## src/rtl/pll_lock_sequencer.sv

```systemverilog
// PLL power-up / lock-recovery sequencer: reset hold, lock wait with timeout, stability check, retry/fault.
// Optional lock-loss event counter enabled by defining PLL_SEQ_LOSS_COUNT_EN.
module pll_lock_sequencer #(
  parameter int RESET_HOLD_CYCLES   = 16,
  parameter int LOCK_STABLE_CYCLES  = 1024,
  parameter int LOCK_TIMEOUT_CYCLES = 65536,
  parameter int MAX_RETRIES         = 3
) (
  input  logic       piul1Clock,
  input  logic       piul1Reset,
  input  logic       piul1Locked,
  input  logic       piul1Restart,
  output logic       poul1PllReset,
  output logic       poul1DomainReset,
  output logic       poul1Ready,
  output logic       poul1Fault,
  output logic [2:0] poul3State,
  output logic [7:0] poul8LossCount
);

  localparam int MAX_AB  = (RESET_HOLD_CYCLES > LOCK_STABLE_CYCLES) ? RESET_HOLD_CYCLES : LOCK_STABLE_CYCLES;
  localparam int MAX_ABC = (MAX_AB > LOCK_TIMEOUT_CYCLES) ? MAX_AB : LOCK_TIMEOUT_CYCLES;
  localparam int CNT_W   = (MAX_ABC > 1) ? $clog2(MAX_ABC) : 1;

  typedef enum logic [2:0] {
    RESET_PLL = 3'd0,
    WAIT_LOCK = 3'd1,
    STABILIZE = 3'd2,
    RUN       = 3'd3,
    FAULT     = 3'd4
  } state_t;

  state_t             state_reg, state_next;
  logic [CNT_W-1:0]   cnt_reg, cnt_next;
  logic [3:0]         retry_reg, retry_next;
  logic [3:0]         retry_inc;
  logic [1:0]         sync_reg;
  logic               lock_sync;
  logic               loss_event;
  logic               pll_reset_reg, domain_reset_reg, ready_reg, fault_reg;
  logic               pll_reset_next, domain_reset_next, ready_next, fault_next;

  always_ff @(posedge piul1Clock) begin
    if (piul1Reset) begin
      sync_reg <= 2'b00;
    end else begin
      sync_reg <= {sync_reg[0], piul1Locked};
    end
  end

  assign lock_sync = sync_reg[1];
  assign retry_inc = retry_reg + 4'd1;

  always_comb begin
    state_next = state_reg;
    cnt_next   = cnt_reg;
    retry_next = retry_reg;
    loss_event = 1'b0;
    if (piul1Restart) begin
      state_next = RESET_PLL;
      cnt_next   = '0;
      retry_next = 4'd0;
    end else begin
      case (state_reg)
        RESET_PLL: begin
          if (cnt_reg == CNT_W'(RESET_HOLD_CYCLES - 1)) begin
            state_next = WAIT_LOCK;
            cnt_next   = '0;
          end else begin
            cnt_next = cnt_reg + CNT_W'(1);
          end
        end
        WAIT_LOCK: begin
          if (lock_sync) begin
            state_next = STABILIZE;
            cnt_next   = '0;
          end else if (cnt_reg == CNT_W'(LOCK_TIMEOUT_CYCLES - 1)) begin
            cnt_next   = '0;
            retry_next = retry_inc;
            state_next = (retry_inc == 4'(MAX_RETRIES)) ? FAULT : RESET_PLL;
          end else begin
            cnt_next = cnt_reg + CNT_W'(1);
          end
        end
        STABILIZE: begin
          // A dropout here restarts the lock wait without charging a retry.
          if (!lock_sync) begin
            state_next = WAIT_LOCK;
            cnt_next   = '0;
          end else if (cnt_reg == CNT_W'(LOCK_STABLE_CYCLES - 1)) begin
            state_next = RUN;
            cnt_next   = '0;
            retry_next = 4'd0;
          end else begin
            cnt_next = cnt_reg + CNT_W'(1);
          end
        end
        RUN: begin
          if (!lock_sync) begin
            state_next = RESET_PLL;
            cnt_next   = '0;
            loss_event = 1'b1;
          end
        end
        FAULT: begin
          state_next = FAULT;
        end
        default: begin
          state_next = RESET_PLL;
          cnt_next   = '0;
          retry_next = 4'd0;
        end
      endcase
    end
  end

  // Outputs are decoded from the next state so they update on the same edge as the state.
  always_comb begin
    pll_reset_next    = 1'b1;
    domain_reset_next = 1'b1;
    ready_next        = 1'b0;
    fault_next        = 1'b0;
    case (state_next)
      WAIT_LOCK, STABILIZE: pll_reset_next = 1'b0;
      RUN: begin
        pll_reset_next    = 1'b0;
        domain_reset_next = 1'b0;
        ready_next        = 1'b1;
      end
      FAULT:   fault_next = 1'b1;
      default: ;
    endcase
  end

  always_ff @(posedge piul1Clock) begin
    if (piul1Reset) begin
      state_reg        <= RESET_PLL;
      cnt_reg          <= '0;
      retry_reg        <= 4'd0;
      pll_reset_reg    <= 1'b1;
      domain_reset_reg <= 1'b1;
      ready_reg        <= 1'b0;
      fault_reg        <= 1'b0;
    end else begin
      state_reg        <= state_next;
      cnt_reg          <= cnt_next;
      retry_reg        <= retry_next;
      pll_reset_reg    <= pll_reset_next;
      domain_reset_reg <= domain_reset_next;
      ready_reg        <= ready_next;
      fault_reg        <= fault_next;
    end
  end

  assign poul1PllReset    = pll_reset_reg;
  assign poul1DomainReset = domain_reset_reg;
  assign poul1Ready       = ready_reg;
  assign poul1Fault       = fault_reg;
  assign poul3State       = state_reg;

`ifdef PLL_SEQ_LOSS_COUNT_EN
  logic [7:0] loss_reg;

  // Saturating; restart deliberately leaves it alone.
  always_ff @(posedge piul1Clock) begin
    if (piul1Reset) begin
      loss_reg <= 8'd0;
    end else if (loss_event && (loss_reg != 8'hff)) begin
      loss_reg <= loss_reg + 8'd1;
    end
  end

  assign poul8LossCount = loss_reg;
`else
  logic unused_loss_event;

  assign unused_loss_event = loss_event;
  assign poul8LossCount    = 8'd0;
`endif

endmodule

```

## config.mk

```make
export PLATFORM = sky130hd
export DESIGN_NAME = pll_lock_sequencer
export DESIGN_NICKNAME = d
export VERILOG_FILES = /design/src/rtl/pll_lock_sequencer.sv
export SDC_FILE = /design/constraint.sdc
export NUM_CORES = 1
export LEC_CHECK = 0
export CAP_MARGIN = 5
export CORE_AREA = 2 2 64 60
export CTS_CLUSTER_SIZE = 20
export DETAILED_ROUTE_END_ITERATION = 8
export DIE_AREA = 0 0 66 62
export HOLD_SLACK_MARGIN = 0.03
export MAX_ROUTING_LAYER = met4
export PLACE_DENSITY = 0.72
export SKIP_CTS_REPAIR_TIMING = 1
export SLEW_MARGIN = 20
export SYNTH_ARGS = -nofsm -noshare
export SYNTH_HDL_FRONTEND = slang
export SYNTH_SLANG_ARGS = --single-unit
```

## constraint.sdc

```tcl
create_clock -name piul1Clock -period 2 [get_ports piul1Clock]
set_clock_uncertainty 0.15 [all_clocks]
set_input_delay 0.3 -clock piul1Clock [delete_from_list [all_inputs] [get_ports piul1Clock]]
set_output_delay 0.3 -clock piul1Clock [all_outputs]
set_load 0.05 [all_outputs]
```

* Yosys cells after proc, flatten, opt, wreduce, memory -nomap -nowiden
Cells that the tools add are included.
** Storage, ports and cells
- Input bits :: 4
- Register bits after elaboration :: 29
- Word-level logic and storage cells :: 60
- Output and inout bits :: 15
** Cells by class
- Equality and inequality tests :: 17
- Bitwise gates (word level) :: 2
- Muxes and demuxes :: 25
- Add/subtract/negate cells :: 2
- Reductions and logical operators :: 6
** Operators by type and width (number)
- 16-bit 2-to-1 mux :: 6
- 16-bit one-hot mux with 5 select lines :: 1
- 3-bit 2-to-1 mux :: 8
- 16-bit by 1-bit adder with 16-bit output, second input constant :: 1
- 16-bit by 10-bit equality test with 1-bit output, second input constant :: 1
- 16-bit equality test, second input constant :: 1
- 16-bit by 4-bit equality test with 1-bit output, second input constant :: 1
- 4-bit 2-to-1 mux :: 4
- 3-bit one-hot mux with 5 select lines :: 1
- 3-bit by 2-bit equality test with 1-bit output, second input constant :: 4
- 4-bit one-hot mux with 3 select lines :: 1
- 2-bit inequality test, second input constant :: 5
- 3-bit by 1-bit equality test with 1-bit output, second input constant :: 2
- 3-bit equality test, second input constant :: 2
- 3-bit OR reduction :: 2
- 5-bit AND reduction :: 1
- 4-bit by 1-bit adder with 4-bit output, second input constant :: 1
- 4-bit by 2-bit equality test with 1-bit output, second input constant :: 1
- 1-bit 2-to-1 mux :: 4
- 3-bit logical NOT :: 1
- 1-bit inverter :: 2
- 2-bit AND reduction :: 1
- 2-bit OR reduction :: 1

* Logic depth before layout (Yosys ltp)
- Depth in word-level cells :: 10
- Mapped depth :: 7
- Mapped depth without buffers :: 6

* Worst setup path after synthesis
Ideal clock, no wire load.
- Path type :: register to register
- Start :: reg state_reg[2] (netlist: poul3State[2])
- End :: reg cnt_reg[5]
- Path slack :: -0.151 ns
- Buffers on the path :: 1
- Data arrival time :: 1.887 ns
- Cell stages (with the launch flop) :: 7
- Required time :: 1.735 ns
- Cells stage by stage :: dfxtp_1 > buf_4 > nor3b_1 > nor3_1 > and3_1 > xnor2_1 > nor2_1
** On the way
- Longest elaborated chain between the ends :: 3
- Elaborated cells on any way between the ends :: 9
- Classes of those cells :: eq/ne: 5; mux: 1; bitwise: 1; reduce/logical: 2
** Ends and longest elaborated chain
- start: declaration :: RTL line 33 : state_t state_reg, state_next;
- start signal: assignment :: RTL line 145 : state_reg <= state_next;
- 3-bit by 2-bit equality test with 1-bit output / 3-bit equality test (equally long branches) :: RTL line 64 : case (state_reg)
- 2-bit inequality test (no source line) / 1-bit inverter (equally long branches)
- 2-bit AND reduction (no source line)
- end signal: assignment :: RTL line 146 : cnt_reg <= cnt_next;
- end: declaration :: RTL line 34 : logic [CNT_W-1:0] cnt_reg, cnt_next;
Parallel ways exist; a longest one is shown, timed or not.
A chain may end at the register's enable or synchronous reset.

* Worst setup path in the final report
- Start :: reg state_reg[0] (netlist: poul3State[0])
- End :: out poul3State[0]
** RTL lines
- end: declaration :: RTL line 17 : output logic [2:0] poul3State,
No word-level cell between the ends.

==> results.json <==
{
  "chipHeight_um": 62,
  "synth.distinct_cells": 52,
  "power_per_cell_area_nw_per_um2": 560.0,
  "grt_pass1_wl_um": 5106,
  "hp-start": "sync_reg[0]",
  "cts_tree": "done",
  "tns_ps": 0,
  "drt-vias-per-instance": 5.375,
  "cp-startpoint": "poul3State[0]",
  "fmax_mhz": 514.7,
  "synth-edff-count": 0,
  "numCtsBuffers": 5,
  "cts_max_path_buffers": 2,
  "antenna_found_initial": 0,
  "place_congestion": 0.8011,
  "die_width_um": 66,
  "path_class": "register to output port",
  "drive_above_1_share_pct": 24.88,
  "synthFlopType": "dfxtp_1",
  "synth_area_leaders": "dfxtp_1, nor2_1, buf_4, xor2_1, nand2_1",
  "htreeDepth": 2,
  "fin_crit_ps": 1943,
  "clkTransAtPathRegs_ps": 50,
  "worstPathMaxFanout": 9,
  "setup_viol_count_final": 0,
  "cpPeakStageDelay_ps": 820,
  "cp-end-kind": "output port",
  "drt_iter0_markers": 46,
  "grt_pass1_vias": 1119,
  "start_util_pct": 45.49,
  "synth_area_um2": 1602,
  "yosysWarnings": 0,
  "min_period_over_period_pct": 97.14,
  "worstReg2RegStart": "cnt_reg[1]",
  "hold_viol_final": 0,
  "cts_sinks": 29,
  "worstSetupStartpointType": "register",
  "status": "finished clean",
  "synth_area_leader_cell": "dfxtp_1",
  "layout_setup_ws_ps": 57.19,
  "syn2layout_area_growth_pct": 23.20,
  "gr-total-overflow": 0,
  "antennaDiodeCount": 0,
  "antenna_violating_nets_post_route": 0,
  "ys_ff_latch": 29,
  "vias": 1392,
  "avgSynthCellArea_um2": 8.800,
  "slew_viol_final": 0,
  "drcViolationCount": 0,
  "io_buffer_count": 10,
  "peakVddDrop_mv": 0.4824,
  "fillers": 326,
  "fp.coreArea_um2": 3521,
  "slowest_stage": "clkdlybuf4s50_1",
  "worst_pin_slew_ps": 676.7,
  "crit_arrival_ps": 1490,
  "placed_cells": 251,
  "hold_class": "register to register",
  "netlist.area_leader.share_pct": 36.25,
  "synthArstFlopShare_pct": 0,
  "dieArea_um2": 4092,
  "placementRows": 21,
  "nets": 219,
  "dpl_worst_slack_ps": -41.15,
  "clk_latency_ps": 280,
  "p_leak_nw": 0.7441,
  "io_pins": 19,
  "critical_path_buf_inv_count": 1,
  "rsz0062_at_grt": "yes",
  "dp.final_hpwl_um": 2330,
  "crit_path_cell_trace": "clkdlybuf4s50_1",
  "instances_no_fill": 259,
  "yosysMostFrequentCell": "dfxtp_1",
  "maxCapViolCount": 0,
  "syn_inst": 182,
  "wl_um": 3200,
  "grt_max_degree": 12,
  "wl_per_cell_um": 12.36,
  "firstDrtPassIters": 4,
  "worstPathRequired_ps": 1550,
  "cts-root-buf": "clkbuf_8",
  "crit_family": "buffers and inverters",
  "slew_headroom_pct": 54.72,
  "largest_reg_flops": 16,
  "synthTopCellsByCount": "dfxtp_1, nor2_1, nand2_1",
  "ys_seq_area_share_pct": 36.25,
  "track_usage_pct": 17.41
}
==> power by group <==
group,internal (mW),switching (mW),leakage [nW]
registers,0.582,0.00356,0.237
logic,0.0188,0.0502,0.467
clock network,0.246,0.204,0.0395
==> routing by layer <==
metal	track usage (%)	part of all wire, %	vias to the layer above
met4	8.746	2.0	0
li1	-	-	707
met3	4.865	3.2	5
met5	-	0	-
met2	25.25	46	18
met1	22.38	49	662
==> layout make-up <==
| type | instances | area, um^2 | share of cell area, % |
|---|---|---|---|
| Timing Repair Buffer | 29 | 245.2 | 12.43 |
| Sequential cell | 29 | 588.1 | 29.80 |
| Inverter | 2 | 7.507 | 0.3805 |
| Multi-Input combinational cell | 145 | 994.7 | 50.41 |
| Tap cell | 46 | 57.56 | 2.917 |
| Clock buffer | 8 | 80.08 | 4.058 |
==> cells in the final DEF (no fill, tap or decap), drive strengths merged, types with 2 or more instances in the layout <==
cell	instances
dfxtp	29
nor2	22
buf	21
nand2	15
conb	8
clkdlybuf4s50	8
nor3	8
clkbuf	8
nand3	7
xor2	7
nand4	5
xnor2	5
and4	5
nor4	5
or2	4
o21a	4
a21oi	4
o21ai	4
nor3b	4
nand2b	3
ha	3
o31ai	3
inv	2
and3	2
nand3b	2
a211oi	2
or3	2
o221ai	2
o211ai	2
and2	2
nor2b	2
a32o	2
==> path summary, 6_finish.rpt <==
check	endpoint	slack, ps	depth (start not counted)
worst max register to register	cnt_reg[2]	60	7
worst min-delay path	sync_reg[1]	290	1
worst max-delay path	poul3State[0]	60	1
worst min register to register	sync_reg[1]	290	1
==> per-stage QoR <==
step	power (mW)	area, um^2	utilization [%]	hold WS [ps]
after floorplan	0.6609	1637	-	263.8
after global placement	0.6628	1841	52.27	271.7
after global routing	1.145	1973	56.04	301.2
final	1.105	1973	56.04	290.0
after detailed placement	0.6632	1841	52.27	279.2
after CTS	1.115	1921	54.55	292.3
==> kinds of logic after synthesis <==
family | count (synthesis) | share of synthesized area (%)
AND/OR/NAND/NOR | 92 | 32.97
AO/OA/AOI/OAI | 30 | 15.47
flip-flops | 29 | 36.25
buffers and inverters | 15 | 6.172
XOR/XNOR | 12 | 6.562
adder cells (fa/ha/maj) | 3 | 2.344
other | 1 | 0.2342
(Power assumes the default switching activity.)
